==> config.mk <==
export PLATFORM = sky130hd
export DESIGN_NAME = axi4_burst_writer
export DESIGN_NICKNAME = d
export VERILOG_FILES = /design/src/rtl/axi4_burst_writer.sv
export SDC_FILE = /design/constraint.sdc
export NUM_CORES = 1
export LEC_CHECK = 0
export BUFFER_PORTS_ARGS = -buffer_cell sky130_fd_sc_hd__buf_2
export CORE_MARGIN = 1
export CORE_UTILIZATION = 45
export DETAILED_ROUTE_END_ITERATION = 16
export PLACE_DENSITY = 0.74
export SLEW_MARGIN = 20
export SYNTH_ARGS = -nofsm -noshare
export SYNTH_HDL_FRONTEND = slang
export SYNTH_SLANG_ARGS = --single-unit
export TNS_END_PERCENT = 50
==> constraint.sdc <==
create_clock -name clock -period 10.5 [get_ports clock]
set_clock_uncertainty 0.05 [all_clocks]
set_input_delay 0 -clock clock [delete_from_list [all_inputs] [get_ports clock]]
set_output_delay 0 -clock clock [all_outputs]
set_load 0.01 [all_outputs]
==> src/rtl/axi4_burst_writer.sv <==
// AXI4 write initiator: turns a (base address, word count) command plus a
// valid/ready data stream into INCR write bursts. Bursts never cross a 4 KB
// boundary, and only one AW/W/B sequence is in flight at a time.
//
// Handshake rule: a transfer happens on any rising clock edge where both
// valid and ready are high. A valid, once raised, holds its payload stable
// until that edge. The W channel passes through the input stream directly:
// s_valid/s_data become wvalid/wdata, and wready becomes s_ready.
module axi4_burst_writer #(
  parameter int DATA_WIDTH  = 64,
  parameter int ADDR_WIDTH  = 34,
  parameter int ID_WIDTH    = 4,
  parameter int AXI_ID      = 0,
  parameter int MAX_BURST   = 16,
  parameter int COUNT_WIDTH = 24
) (
  input  logic                    clock,
  input  logic                    aresetn,
  input  logic                    start,
  input  logic [ADDR_WIDTH-1:0]   base_addr,
  input  logic [COUNT_WIDTH-1:0]  word_count,
  input  logic [DATA_WIDTH-1:0]   s_data,
  input  logic                    s_valid,
  output logic                    s_ready,
  output logic [ID_WIDTH-1:0]     m_axi_awid,
  output logic [ADDR_WIDTH-1:0]   m_axi_awaddr,
  output logic [7:0]              m_axi_awlen,
  output logic [2:0]              m_axi_awsize,
  output logic [1:0]              m_axi_awburst,
  output logic                    m_axi_awlock,
  output logic [3:0]              m_axi_awcache,
  output logic [2:0]              m_axi_awprot,
  output logic [3:0]              m_axi_awqos,
  output logic                    m_axi_awvalid,
  input  logic                    m_axi_awready,
  output logic [DATA_WIDTH-1:0]   m_axi_wdata,
  output logic [DATA_WIDTH/8-1:0] m_axi_wstrb,
  output logic                    m_axi_wlast,
  output logic                    m_axi_wvalid,
  input  logic                    m_axi_wready,
  input  logic [ID_WIDTH-1:0]     m_axi_bid,
  input  logic [1:0]              m_axi_bresp,
  input  logic                    m_axi_bvalid,
  output logic                    m_axi_bready,
  output logic                    busy,
  output logic                    done,
  output logic                    error,
  output logic [2:0]              dbg_state
);

  localparam int BYTES     = DATA_WIDTH / 8;
  localparam int SIZE_LOG2 = $clog2(BYTES);

  typedef enum logic [2:0] {
    S_IDLE = 3'd0,
    S_CALC = 3'd1,
    S_AW   = 3'd2,
    S_W    = 3'd3,
    S_B    = 3'd4,
    S_DONE = 3'd5
  } state_t;

  state_t                  state, state_nxt;
  logic [ADDR_WIDTH-1:0]   addr;
  logic [ADDR_WIDTH-1:0]   awaddr_q;
  logic [COUNT_WIDTH-1:0]  remaining;
  logic [8:0]              beats;
  logic [8:0]              calc_beats;
  logic [7:0]              awlen_q;
  logic [7:0]              beat_cnt;
  logic                    error_q;
  logic [12:0]             room;
  logic [12:0]             lim;
  logic                    unused_bid;

  // BID is not checked because only one write is ever outstanding.
  assign unused_bid = ^m_axi_bid;

  // Fixed AW attributes: full-width beats, INCR, normal non-cacheable bufferable.
  assign m_axi_awid    = ID_WIDTH'(AXI_ID);
  assign m_axi_awsize  = 3'(SIZE_LOG2);
  assign m_axi_awburst = 2'b01;
  assign m_axi_awlock  = 1'b0;
  assign m_axi_awcache = 4'b0011;
  assign m_axi_awprot  = 3'b000;
  assign m_axi_awqos   = 4'd0;
  assign m_axi_wstrb   = '1;
  assign m_axi_wdata   = s_data;
  assign m_axi_awaddr  = awaddr_q;
  assign m_axi_awlen   = awlen_q;
  assign error         = error_q;
  assign dbg_state     = state;

  // Burst size: the smallest of the words left, MAX_BURST, and the beats that still fit before the next 4 KB page.
  always_comb begin
    room = (13'd4096 - {1'b0, addr[11:0]}) >> SIZE_LOG2;
    if (remaining < COUNT_WIDTH'(MAX_BURST)) lim = 13'(remaining);
    else                                     lim = 13'(MAX_BURST);
    calc_beats = (lim < room) ? lim[8:0] : room[8:0];
  end

  // State register.
  always_ff @(posedge clock or negedge aresetn) begin
    if (!aresetn) state <= S_IDLE;
    else          state <= state_nxt;
  end

  // Next state and handshake outputs; every channel is quiet outside its own state.
  always_comb begin
    state_nxt     = state;
    m_axi_awvalid = 1'b0;
    m_axi_wvalid  = 1'b0;
    m_axi_wlast   = 1'b0;
    m_axi_bready  = 1'b0;
    s_ready       = 1'b0;
    busy          = 1'b1;
    done          = 1'b0;
    case (state)
      S_IDLE: begin
        busy = 1'b0;
        if (start) state_nxt = S_CALC;
      end
      S_CALC: state_nxt = (remaining == '0) ? S_DONE : S_AW;
      S_AW: begin
        m_axi_awvalid = 1'b1;
        if (m_axi_awready) state_nxt = S_W;
      end
      S_W: begin
        m_axi_wvalid = s_valid;
        s_ready      = m_axi_wready;
        m_axi_wlast  = (beat_cnt == awlen_q);
        if (s_valid && m_axi_wready && m_axi_wlast) state_nxt = S_B;
      end
      S_B: begin
        m_axi_bready = 1'b1;
        if (m_axi_bvalid) state_nxt = S_CALC;
      end
      S_DONE: begin
        done      = 1'b1;
        state_nxt = S_IDLE;
      end
      default: state_nxt = S_IDLE;
    endcase
  end

  // Command and burst bookkeeping: address, words left, burst size, beat counter, sticky error.
  always_ff @(posedge clock or negedge aresetn) begin
    if (!aresetn) begin
      addr      <= '0;
      awaddr_q  <= '0;
      remaining <= '0;
      beats     <= '0;
      awlen_q   <= '0;
      beat_cnt  <= '0;
      error_q   <= 1'b0;
    end else begin
      case (state)
        S_IDLE: if (start) begin
          addr      <= {base_addr[ADDR_WIDTH-1:SIZE_LOG2], {SIZE_LOG2{1'b0}}};
          remaining <= word_count;
          error_q   <= 1'b0;
        end
        S_CALC: if (remaining != '0) begin
          beats    <= calc_beats;
          awlen_q  <= 8'(calc_beats - 9'd1);
          awaddr_q <= addr;
        end
        S_AW: if (m_axi_awready) beat_cnt <= '0;
        S_W: if (s_valid && m_axi_wready) beat_cnt <= beat_cnt + 8'd1;
        S_B: if (m_axi_bvalid) begin
          if (m_axi_bresp != 2'b00) error_q <= 1'b1;
          addr      <= addr + (ADDR_WIDTH'(beats) << SIZE_LOG2);
          remaining <= remaining - COUNT_WIDTH'(beats);
        end
        default: ;
      endcase
    end
  end

endmodule

# Word level (Yosys, flattened, before mapping)
# Cells that the tools add are included.
# totals
regBits	121
out_inout_bits	146
wordCells	68
in_bits	135
# op_classes
order_cmp	2
n_eq_ne	12
mux	28
add_sub_neg	5
n_reduce_logical	13
# op_table
cell	count
$mux 34	2
$pmux 34 s2	1
$mux 24	2
$pmux 24 s2	1
$add 34x12->34	1
$logic_not 24->1	1
$lt 24x5->1 const B	1
$reduce_bool 24->1	1
$sub 24x9->24	1
$mux 8	2
$pmux 8 s2	1
$mux 3	5
$pmux 3 s5	1
$lt 13x10->1	1
$mux 13	1
$sub 13x12->13 const A	1
$ne 2x2->1 const B	6
$mux 1	10
$mux 9	1
$add 8x1->8 const B	1
$eq 8x8->1	1
$reduce_and 4->1	2
$sub 8x1->8 const B	1
$eq 3x2->1 const B	2
8 further kinds	13

# Logic depth before layout (Yosys ltp)
# Gate-level depths: netlist (run 1).
# depth
word_depth	5
ltp_mapped	19

# Worst setup path before layout (run 1)
# No wires, ideal clock.
# synth_timing
path_type	reg2reg
from	reg remaining[17]
to	reg awlen_q[6], in the netlist m_axi_awlen[6]
arrival_time_ps	3852
path_slack_ps	6521
path_buffers	2
stages_incl_launch_ff	19
period_less_slack_ps	3979
required_time_ps	10373
path_cell_list	dfrtp_1 > nor4_4 > nand2_2 > nor3_4 > inv_1 > nor2_1 > ha_1 > a21o_1 > a221o_1 > a41o_1 > a31oi_1 > buf_6 > buf_6 > a21oi_1 > ha_1 > and2_1 > a2111oi_2 > a2111oi_2 > a21oi_1
# synth_via
elab_chain_len	5
# synth_rtl
element	line	text
from (decl)	66	logic [COUNT_WIDTH-1:0] remaining;
from (signal assigned)	160	remaining <= word_count;
from (signal assigned)	173	remaining <= remaining - COUNT_WIDTH'(beats);
$lt 24x5->1	97	if (remaining < COUNT_WIDTH'(MAX_BURST)) lim = 13'(remaining);
$mux 13	97	
$lt 13x10->1	99	calc_beats = (lim < room) ? lim[8:0] : room[8:0];
$mux 9	99	
$sub 8x1->8	165	awlen_q <= 8'(calc_beats - 9'd1);
to (signal assigned)	165	
to (decl)	69	logic [7:0] awlen_q;
# Several ways; a longest one is shown, not always the timed one.
# A chain may end at the register's enable or synchronous reset.

# Final worst setup path (run 1)
# layout_timing
from	reg remaining[11]
to	reg awlen_q[4], in the netlist m_axi_awlen[4]
# Same word-level chain as after synthesis.

==> results of run 1 <==
==> final timing paths <==
kind                                 start              end  slack, ps
setup / recovery             remaining[11]   m_axi_awlen[4]       5830
hold / removal               base_addr[24]         addr[24]         50
setup reg to reg             remaining[11]   m_axi_awlen[4]       5830
hold reg to reg            m_axi_awaddr[7]  m_axi_awaddr[7]        420
max in group asynchronous          aresetn   m_axi_awlen[0]       8980
min in group asynchronous          aresetn         addr[20]         90
==> power by group through the flow <==
stage / combinational, W / clock (W) / sequential [W]
floorplan: 0.00103 / 0 / 0.000846
global placement: 0.00131 / 0 / 0.000867
detailed placement: 0.00134 / 0 / 0.000874
CTS: 0.00140 / 0.000573 / 0.000869
global route: 0.00158 / 0.000595 / 0.000903
finish: 0.00141 / 0.000566 / 0.000871
==> worst max-delay path, delay by kind of cell, from the launching register on <==
kind,cells,cell delay [ps]
buf+inv,2,460
fa+ha+maj,2,550
flops,1,440
compound gates,6,1230
xor+xnor,1,170
mux,1,260
simple gates,6,1380
==> sequential cells by signal, indices dropped and copies added, names as in the netlist <==
register / count
beats: 9
remaining: 24
beat_cnt: 8
addr: 31
dbg_state: 3
error: 1
m_axi_awlen: 8
m_axi_awaddr: 31
==> layer usage <==
metal	vias to the layer above	part of all wire	global-route usage
met4	0	0.015	0.0663
met5	-	0	0
li1	3463	-	-
met2	280	0.50	0.382
met1	3393	0.43	0.305
met3	29	0.062	0.0597
==> placed cells by master, fill, tap and decap left out, types with 13 or more instances in the layout <==
cell,n
o21ai_0,24
and3_1,17
a21o_1,13
nor2_1,69
nand2_1,155
ha_1,31
clkbuf_16,17
buf_2,112
o21ai_1,35
dlygate4sd3_1,126
inv_1,27
nand3_1,21
nor3_1,28
a21oi_1,64
xor2_1,24
dfrtp_1,115
conb_1,37
==> what timing repair did <==
| item | in CTS | in global routing |
|---|---|---|
| gates resized for setup | 0 | 0 |
| hold buffers | 126 | 0 |
| endpoints found under the hold margin | 168 | 0 |
==> through the flow <==
stage	cell area, um^2	hold WS, ps	std cells	setup WS [ps]	util
finish	9750	45.1	1330	5830	0.582
global placement	7920	-49.9	1172	5960	0.472
detailed placement	7920	-49.9	1172	5920	0.472
CTS	9750	36.2	1330	5860	0.582
global route	9750	77.8	1330	5440	0.582
floorplan	7930	-346	974	6520	-
==> cell type report <==
type | count | area share
Clock buffer | 17 | 0.0436
Clock inverter | 15 | 0.0151
Inverter | 29 | 0.0112
Multi-Input combinational cell | 687 | 0.413
Sequential cell | 115 | 0.295
Tap cell | 220 | 0.0282
Timing Repair Buffer | 247 | 0.194
==> cells by family (layout without fill, tap and decap cells) <==
kind of cell | count (synthesis) | after routing
fa+ha+maj | 33 | 33
other cells | 2 | 37
flops | 115 | 115
buf+inv | 172 | 308
mux | 8 | 8
simple gates | 356 | 356
xor+xnor | 31 | 31
compound gates | 222 | 222
==> impl_metrics.json, run 1 <==
{
  "drt_iter0_drc": 483,
  "finalCritPeriodShare": 0.445,
  "grtUsageTotal": 0.234,
  "nets": 1265,
  "pin_count": 281,
  "die_height_um": 134,
  "vias": 7165,
  "period_minus_slack_ps": 4670,
  "synth_most_common_cell": "nand2_1",
  "dr.pass1.iters": 5,
  "muxShareOfSynthArea": 0.0106,
  "timing.setup.tns_ps": 0,
  "seqCellArea_um2": 2880,
  "clock-sinks": 115,
  "synthArstFlopShare": 1.00,
  "max_slew.worst_pin.slew_ps": 1140,
  "synth_top_area_frac": 0.369,
  "ys_types": 69,
  "ys_ff_latch": 115,
  "rsz0062_at_grt": "false",
  "gp_congestion": 0.824,
  "final-setup-viol-count": 0,
  "synth_top_family_by_area": "simple AND/OR/NAND/NOR gates",
  "netSwitchingPower_w": 0.00129,
  "cts_buffers": 17,
  "cts_tree": "yes",
  "path_class": "reg -> reg",
  "required_ps": 10740,
  "power.total_w": 0.00284,
  "holdCritPathClass": "in -> reg",
  "ir_drop_mv": 0.147,
  "clock.fmax_ghz": 0.214,
  "routedWlPerCell_um": 15.5,
  "synthAdderAreaFrac": 0.0549,
  "area_growth_pct": 25.0,
  "cts.htree.levels": 4,
  "grt_max_degree": 69,
  "clk_latency_ps": 430,
  "first_global_vias": 6683,
  "synth_edf_count": 0,
  "crit_chain": "nor3_2, nand4_1, nor3_4, inv_1, nor2_1, ha_1, a21o_1, a221o_1, a41o_1, a31oi_1, buf_4, mux2i_1, ha_1, and2_1, nand2_1, xor2_1, o21ai_1, o21ai_1",
  "grt_overflow_total": 0,
  "start_util": 0.465,
  "die_area_um2": 17900,
  "dp_hpwl_um": 13500,
  "synth-compound-area-share": 0.183,
  "swShare": 0.453,
  "cp.arrival_ps": 4920,
  "yosys.area_share.simple": 0.213,
  "antennaDiodeCount": 0,
  "syn-cell-area_um2": 7800,
  "ys_warn_count": 0,
  "clock-root-buffer": "clkbuf_16",
  "finalMaxSlewViolations": 0,
  "clock_path_buffers": 2,
  "synth_cells": 939,
  "avgViaCountPerCell": 5.39,
  "syn-mean-instance-area_um2": 8.31,
  "drcViolationCount": 0,
  "hold_viol": 0,
  "die_w_um": 134,
  "cp_slowest_stage_delay_ps": 440,
  "drive_above_1_share": 0.157,
  "pwr-share-clk": 0.199,
  "core_area_um2": 16800,
  "synth_xor_area_frac": 0.0348,
  "multi_input_area_um2": 4030,
  "cp-end-kind": "flip-flop",
  "numPortBuffers": 113,
  "cts_setup_buffers": 0,
  "synth.yosys.seq_area_share": 0.369,
  "reg2reg_depth": 18,
  "synth_area_leaders": "dfrtp_1 (37%), buf_4 (9.6%), nand2_1 (7.5%)",
  "yosys.area.top_type": "dfrtp_1",
  "internal_power_w": 0.00156,
  "power_density_nw_per_um2": 292,
  "drt-total-wl_um": 20600,
  "whs_path_depth": 4,
  "drv_cap": 0,
  "critPathMaxFanout": 17,
  "synth_flop_cell": "dfrtp_1",
  "power_leakage_nw": 4.63,
  "grt_pass1_wl_um": 33000,
  "start_kind": "flip-flop",
  "ys_top_cells_by_count": "nand2_1 (156), dfrtp_1 (115), buf_4 (100)",
  "outcome": "complete, no violations",
  "slew_headroom": 0.235,
  "row_count": 47,
  "combPwrFrac": 0.495,
  "fillers": 1528,
  "antenna_found_initial": 0,
  "pwr-share-seq": 0.306,
  "slowest_stage": "dfrtp_1",
  "antenna_left": 0,
  "cts.reportedPaths.clkPinSlew_ps": 60
}
Note: power is estimated with default switching activity, not from simulation.
==> run 2, diff against run 1 <==
==> constraint.sdc (replaced) <==
create_clock -name clock -period 4.6 [get_ports clock]
set_clock_uncertainty 0.05 [all_clocks]
set_input_delay 0 -clock clock [delete_from_list [all_inputs] [get_ports clock]]
set_output_delay 0 -clock clock [all_outputs]
set_load 0.01 [all_outputs]
==> impl_metrics.json, run 2 (synthesized netlist as in run 1, its figures left out) <==
{
  "r2r_setup_slack_ps": 310,
  "period_minus_slack_ps": 4290,
  "final-setup-viol-count": 0,
  "final_cell_mix": "nand2_1 (155), dlygate4sd3_1 (125), dfrtp_1 (115), buf_2 (112), nor2_1 (69)",
  "power_density_nw_per_um2": 674,
  "grtUsageTotal": 0.238,
  "gr-usage-met1": 0.313,
  "cts_tree": "yes",
  "die_height_um": 134,
  "core_area_um2": 16800,
  "antenna_found_initial": 0,
  "grt_overflow_total": 0,
  "rr_endpoint": "m_axi_awlen[6]",
  "path_class": "reg -> reg",
  "cp_slowest_stage_delay_ps": 420,
  "grt_busiest_layer": "met2",
  "use_met2": 0.383,
  "whs_path_depth": 4,
  "finalMaxSlewViolations": 0,
  "hp-start": "word_count[19]",
  "hold_end": "remaining[19]",
  "netSwitchingPower_w": 0.00290,
  "crit_chain": "nor4_1, nand4_1, nor3_4, buf_4, inv_1, nor2_1, ha_1, a21o_1, a221o_1, a41o_1, a31oi_2, buf_4, mux2i_1, ha_1, and2_1, a2111oi_2, a2111oi_2, a21oi_1",
  "start_util": 0.465,
  "start_kind": "flip-flop",
  "critPathMaxFanout": 7,
  "pin_count": 281,
  "drcViolationCount": 0,
  "fillers": 1486,
  "drt-total-wl_um": 20900,
  "dp_hpwl_um": 13700,
  "holdCritPathClass": "in -> reg",
  "timing.setup.tns_ps": 0,
  "slew_headroom": 0.267,
  "dr.pass1.iters": 5,
  "finalWorstSetupSlack_ps": 312,
  "avgViaCountPerCell": 5.44,
  "numPortBuffers": 113,
  "grt_pass1_wl_um": 33700,
  "row_count": 47,
  "swShare": 0.435,
  "clk_latency_ps": 430,
  "finalCritPeriodShare": 0.932,
  "vias": 7277,
  "internal_power_w": 0.00377,
  "max_slew.worst_pin.slew_ps": 1090,
  "drv_cap": 0,
  "grtUsageMet3": 0.0502,
  "cts.reportedPaths.clkPinSlew_ps": 50,
  "routedWlPerCell_um": 15.6,
  "clock.fmax_ghz": 0.233,
  "slowest_stage": "a2111oi_2",
  "final_common_cell": "nand2_1",
  "pwr-share-seq": 0.300,
  "pre_cts_slack_ps": 194,
  "cts_buffers": 17,
  "antenna_left": 0,
  "grt_max_degree": 75,
  "clock-root-buffer": "clkbuf_16",
  "pwr-share-clk": 0.212,
  "die_area_um2": 17900,
  "first_global_vias": 6738,
  "rr_startpoint": "remaining[5]",
  "clock-sinks": 115,
  "reg2reg_depth": 18,
  "hold_viol": 0,
  "clock_path_buffers": 2,
  "die_w_um": 134,
  "cp-end-kind": "flip-flop",
  "power_leakage_nw": 4.72,
  "ir_drop_mv": 0.353,
  "cts.htree.levels": 4,
  "drive_above_1_share": 0.162,
  "rsz0062_at_grt": "false",
  "outcome": "complete, no violations",
  "required_ps": 4890,
  "combPwrFrac": 0.488,
  "drt_iter0_drc": 440,
  "antennaDiodeCount": 0,
  "area_growth_pct": 26.9,
  "cp.arrival_ps": 4580,
  "gp_congestion": 0.883,
  "nets": 1273
}
==> run 2: worst max path at each step <==
| stage | slack [ps] | from | endpoint |
|---|---|---|---|
| after detailed placement | 190 | remaining[11] | m_axi_awlen[6] |
| after floorplan | 620 | remaining[17] | m_axi_awlen[6] |
| after global routing | 9 | remaining[9] | m_axi_awlen[6] |
| after global placement | 330 | remaining[11] | m_axi_awlen[6] |
| after CTS | 120 | remaining[11] | m_axi_awlen[6] |
| final | 310 | remaining[5] | m_axi_awlen[6] |
==> run 2: power by group through the flow <==
stage	Clock [W]	Sequential (W)	Combinational, W
floorplan	0	0.00193	0.00234
global placement	0	0.00198	0.00303
detailed placement	0	0.00200	0.00310
CTS	0.00143	0.00199	0.00323
global route	0.00148	0.00207	0.00366
finish	0.00142	0.00200	0.00326
==> run 2: stage by stage <==
step	power, W	utilization	instances	instance area (um^2)	hold slack [ps]
floorplan	0.00427	-	974	7930	-346
global placement	0.00501	0.474	1176	7950	-49.9
detailed placement	0.00509	0.474	1176	7950	-49.9
CTS	0.00665	0.586	1332	9820	5.63
global route	0.00721	0.591	1338	9900	31.4
finish	0.00667	0.591	1338	9900	15.6
==> run 2: layout make-up <==
cell class,instances,area (um^2),share of cell area
multi-input cells,687,4040,0.408
flip-flops and latches,115,2880,0.291
repair buffers,255,1970,0.199
clock buffers,23,478,0.0483
well taps,220,275,0.0278
clock inverters,9,151,0.0153
inverters,29,109,0.0110
==> run 2: critical path, delay by kind of cell, from the launching register on <==
kind                       cells  cell delay, ps
muxes                          1              90
and+or+nand+nor                5            1070
buffers and inverters          3             480
AOI/OAI and AO/OA              7            1630
adders and majority gates      2             500
DFF                            1             400
==> run 2: repair_timing <==
| action | in CTS | in global routing |
|---|---|---|
| hold buffers | 124 | 1 |
| endpoints found under the hold margin | 193 | 16 |
| setup buffers | 0 | 4 |
| gates resized for setup | 0 | 2 |
| endpoints found under the setup margin | 0 | 2 |
==> run 2: per-layer routing <==
layer / up-vias / part of all wire
li1: 3487 / -
met1: 3435 / 0.43
met2: 323 / 0.48
met3: 32 / 0.064
met4: 0 / 0.024
met5: - / 0
==> run 3, diff against run 2 <==
--- a/config.mk
+++ b/config.mk
@@ -6,7 +6,7 @@
 export NUM_CORES = 1
 export LEC_CHECK = 0
 export BUFFER_PORTS_ARGS = -buffer_cell sky130_fd_sc_hd__buf_2
-export CORE_MARGIN = 1
+export CORE_MARGIN = 8
 export CORE_UTILIZATION = 45
 export DETAILED_ROUTE_END_ITERATION = 16
 export PLACE_DENSITY = 0.74
==> impl_metrics.json, run 3 (synthesized netlist as in run 1, its figures left out) <==
{
  "cts.reportedPaths.clkPinSlew_ps": 60,
  "startpoint": "remaining[17]",
  "die_height_um": 148,
  "required_ps": 4890,
  "pin_count": 281,
  "grtUsageTotal": 0.210,
  "final-setup-viol-count": 0,
  "antenna_found_initial": 0,
  "dp_hpwl_um": 15000,
  "avgViaCountPerCell": 5.42,
  "ctsHoldBuffers": 125,
  "cp_slowest_stage_delay_ps": 430,
  "fillers": 1558,
  "period_minus_slack_ps": 4180,
  "rsz0062_at_grt": "false",
  "die_w_um": 148,
  "routedWlPerCell_um": 17.4,
  "clock-sinks": 115,
  "max_slew.worst_pin.slew_ps": 903,
  "clock-root-buffer": "clkbuf_16",
  "start_util": 0.456,
  "antenna_left": 0,
  "antennaDiodeCount": 0,
  "clock.fmax_ghz": 0.239,
  "cts_buffers": 17,
  "dpl_cell_area_um2": 7970,
  "endpoint": "m_axi_awlen[6]",
  "drcViolationCount": 0,
  "critPathMaxFanout": 6,
  "clock_path_buffers": 2,
  "cts_tree": "yes",
  "rr_endpoint": "m_axi_awlen[6]",
  "fin_area_um2": 9870,
  "holdCritPathClass": "in -> reg",
  "vias": 7261,
  "cp.arrival_ps": 4470,
  "reg2reg_depth": 17,
  "area_growth_pct": 26.6,
  "final_cell_mix": "nand2_1 (155), dlygate4sd3_1 (125), dfrtp_1 (115), buf_2 (112), nor2_1 (69)",
  "rr_startpoint": "remaining[17]",
  "dr.pass1.iters": 5,
  "postCtsResizedCells": 0,
  "core_area_um2": 17100,
  "finalCritPeriodShare": 0.909,
  "start_kind": "flip-flop",
  "clk_latency_ps": 420,
  "timing.setup.tns_ps": 0,
  "drive_above_1_share": 0.160,
  "outcome": "complete, no violations",
  "grt_max_degree": 81,
  "drv_cap": 0,
  "power_leakage_nw": 4.71,
  "hold_viol": 0,
  "path_class": "reg -> reg",
  "r2r_setup_slack_ps": 420,
  "die_area_um2": 21800,
  "finalMaxSlewViolations": 0,
  "cp-end-kind": "flip-flop",
  "multi_input_area_um2": 4030,
  "final_common_cell": "nand2_1",
  "crit_chain": "nor4_4, nand2_2, nor3_4, buf_4, nand2_1, inv_1, ha_1, and3_1, a221o_1, a41o_1, a31oi_1, mux2i_1, ha_1, and2_1, a2111oi_2, a2111oi_2, a21oi_1",
  "slowest_stage": "dfrtp_1",
  "finalWorstSetupSlack_ps": 419,
  "drt-total-wl_um": 23300,
  "cts.htree.levels": 4,
  "finalHoldWorstSlack_ps": 26.3,
  "first_global_vias": 7351,
  "pre_cts_slack_ps": 473,
  "power_density_nw_per_um2": 690,
  "slew_headroom": 0.396,
  "grt_overflow_total": 0,
  "seqCellArea_um2": 2880,
  "numPortBuffers": 113,
  "gp_congestion": 0.867,
  "grt_pass1_wl_um": 37100,
  "ir_drop_mv": 0.345,
  "nets": 1270,
  "cts_setup_buffers": 0,
  "drt_iter0_drc": 457,
  "row_count": 48
}
run 3: worst max-delay path, delay by kind of cell (launching register included):
kind / cells / cell delay, ps
flops: 1 / 430
fa+ha+maj: 2 / 460
mux: 1 / 180
compound gates: 6 / 1520
simple gates: 6 / 1190
buf+inv: 2 / 270
run 3: worst min path at each step:
stage                         from         endpoint  slack [ps]  depth (start not counted)
floorplan                  aresetn         addr[10]        -350                          0
global placement        s_data[13]  m_axi_wdata[13]         -50                          0
detailed placement      s_data[13]  m_axi_wdata[13]         -50                          0
CTS                 word_count[11]    remaining[11]           9                          4
global route        word_count[11]    remaining[11]          50                          4
finish              word_count[11]    remaining[11]          30                          4
run 3: metal layers:
layer / vias to the layer above / share of wire / GRT usage
met2: 291 / 0.50 / 0.358
met3: 30 / 0.073 / 0.0605
li1: 3475 / - / -
met5: - / 0 / 0
met4: 0 / 0.014 / 0.0612
met1: 3465 / 0.42 / 0.252
run 3: cell type report:
cell class | count | area share
Clock buffer | 20 | 0.0452
Clock inverter | 12 | 0.0205
Inverter | 29 | 0.0110
Multi-Input combinational cell | 687 | 0.408
Sequential cell | 115 | 0.291
Tap cell | 225 | 0.0285
Timing Repair Buffer | 252 | 0.195
run 3: power by group:
group          switching (W)  total [W]  internal (W)
clock               0.000490    0.00147      0.000978
combinational        0.00201    0.00336       0.00135
sequential          0.000506    0.00199       0.00148
total                0.00300    0.00681       0.00381
run 3: stage by stage:
step	cells	utilization	power [W]
floorplan	974	-	0.00427
global route	1340	0.577	0.00734
global placement	1183	0.466	0.00506
CTS	1340	0.577	0.00680
finish	1340	0.577	0.00681
detailed placement	1183	0.466	0.00516
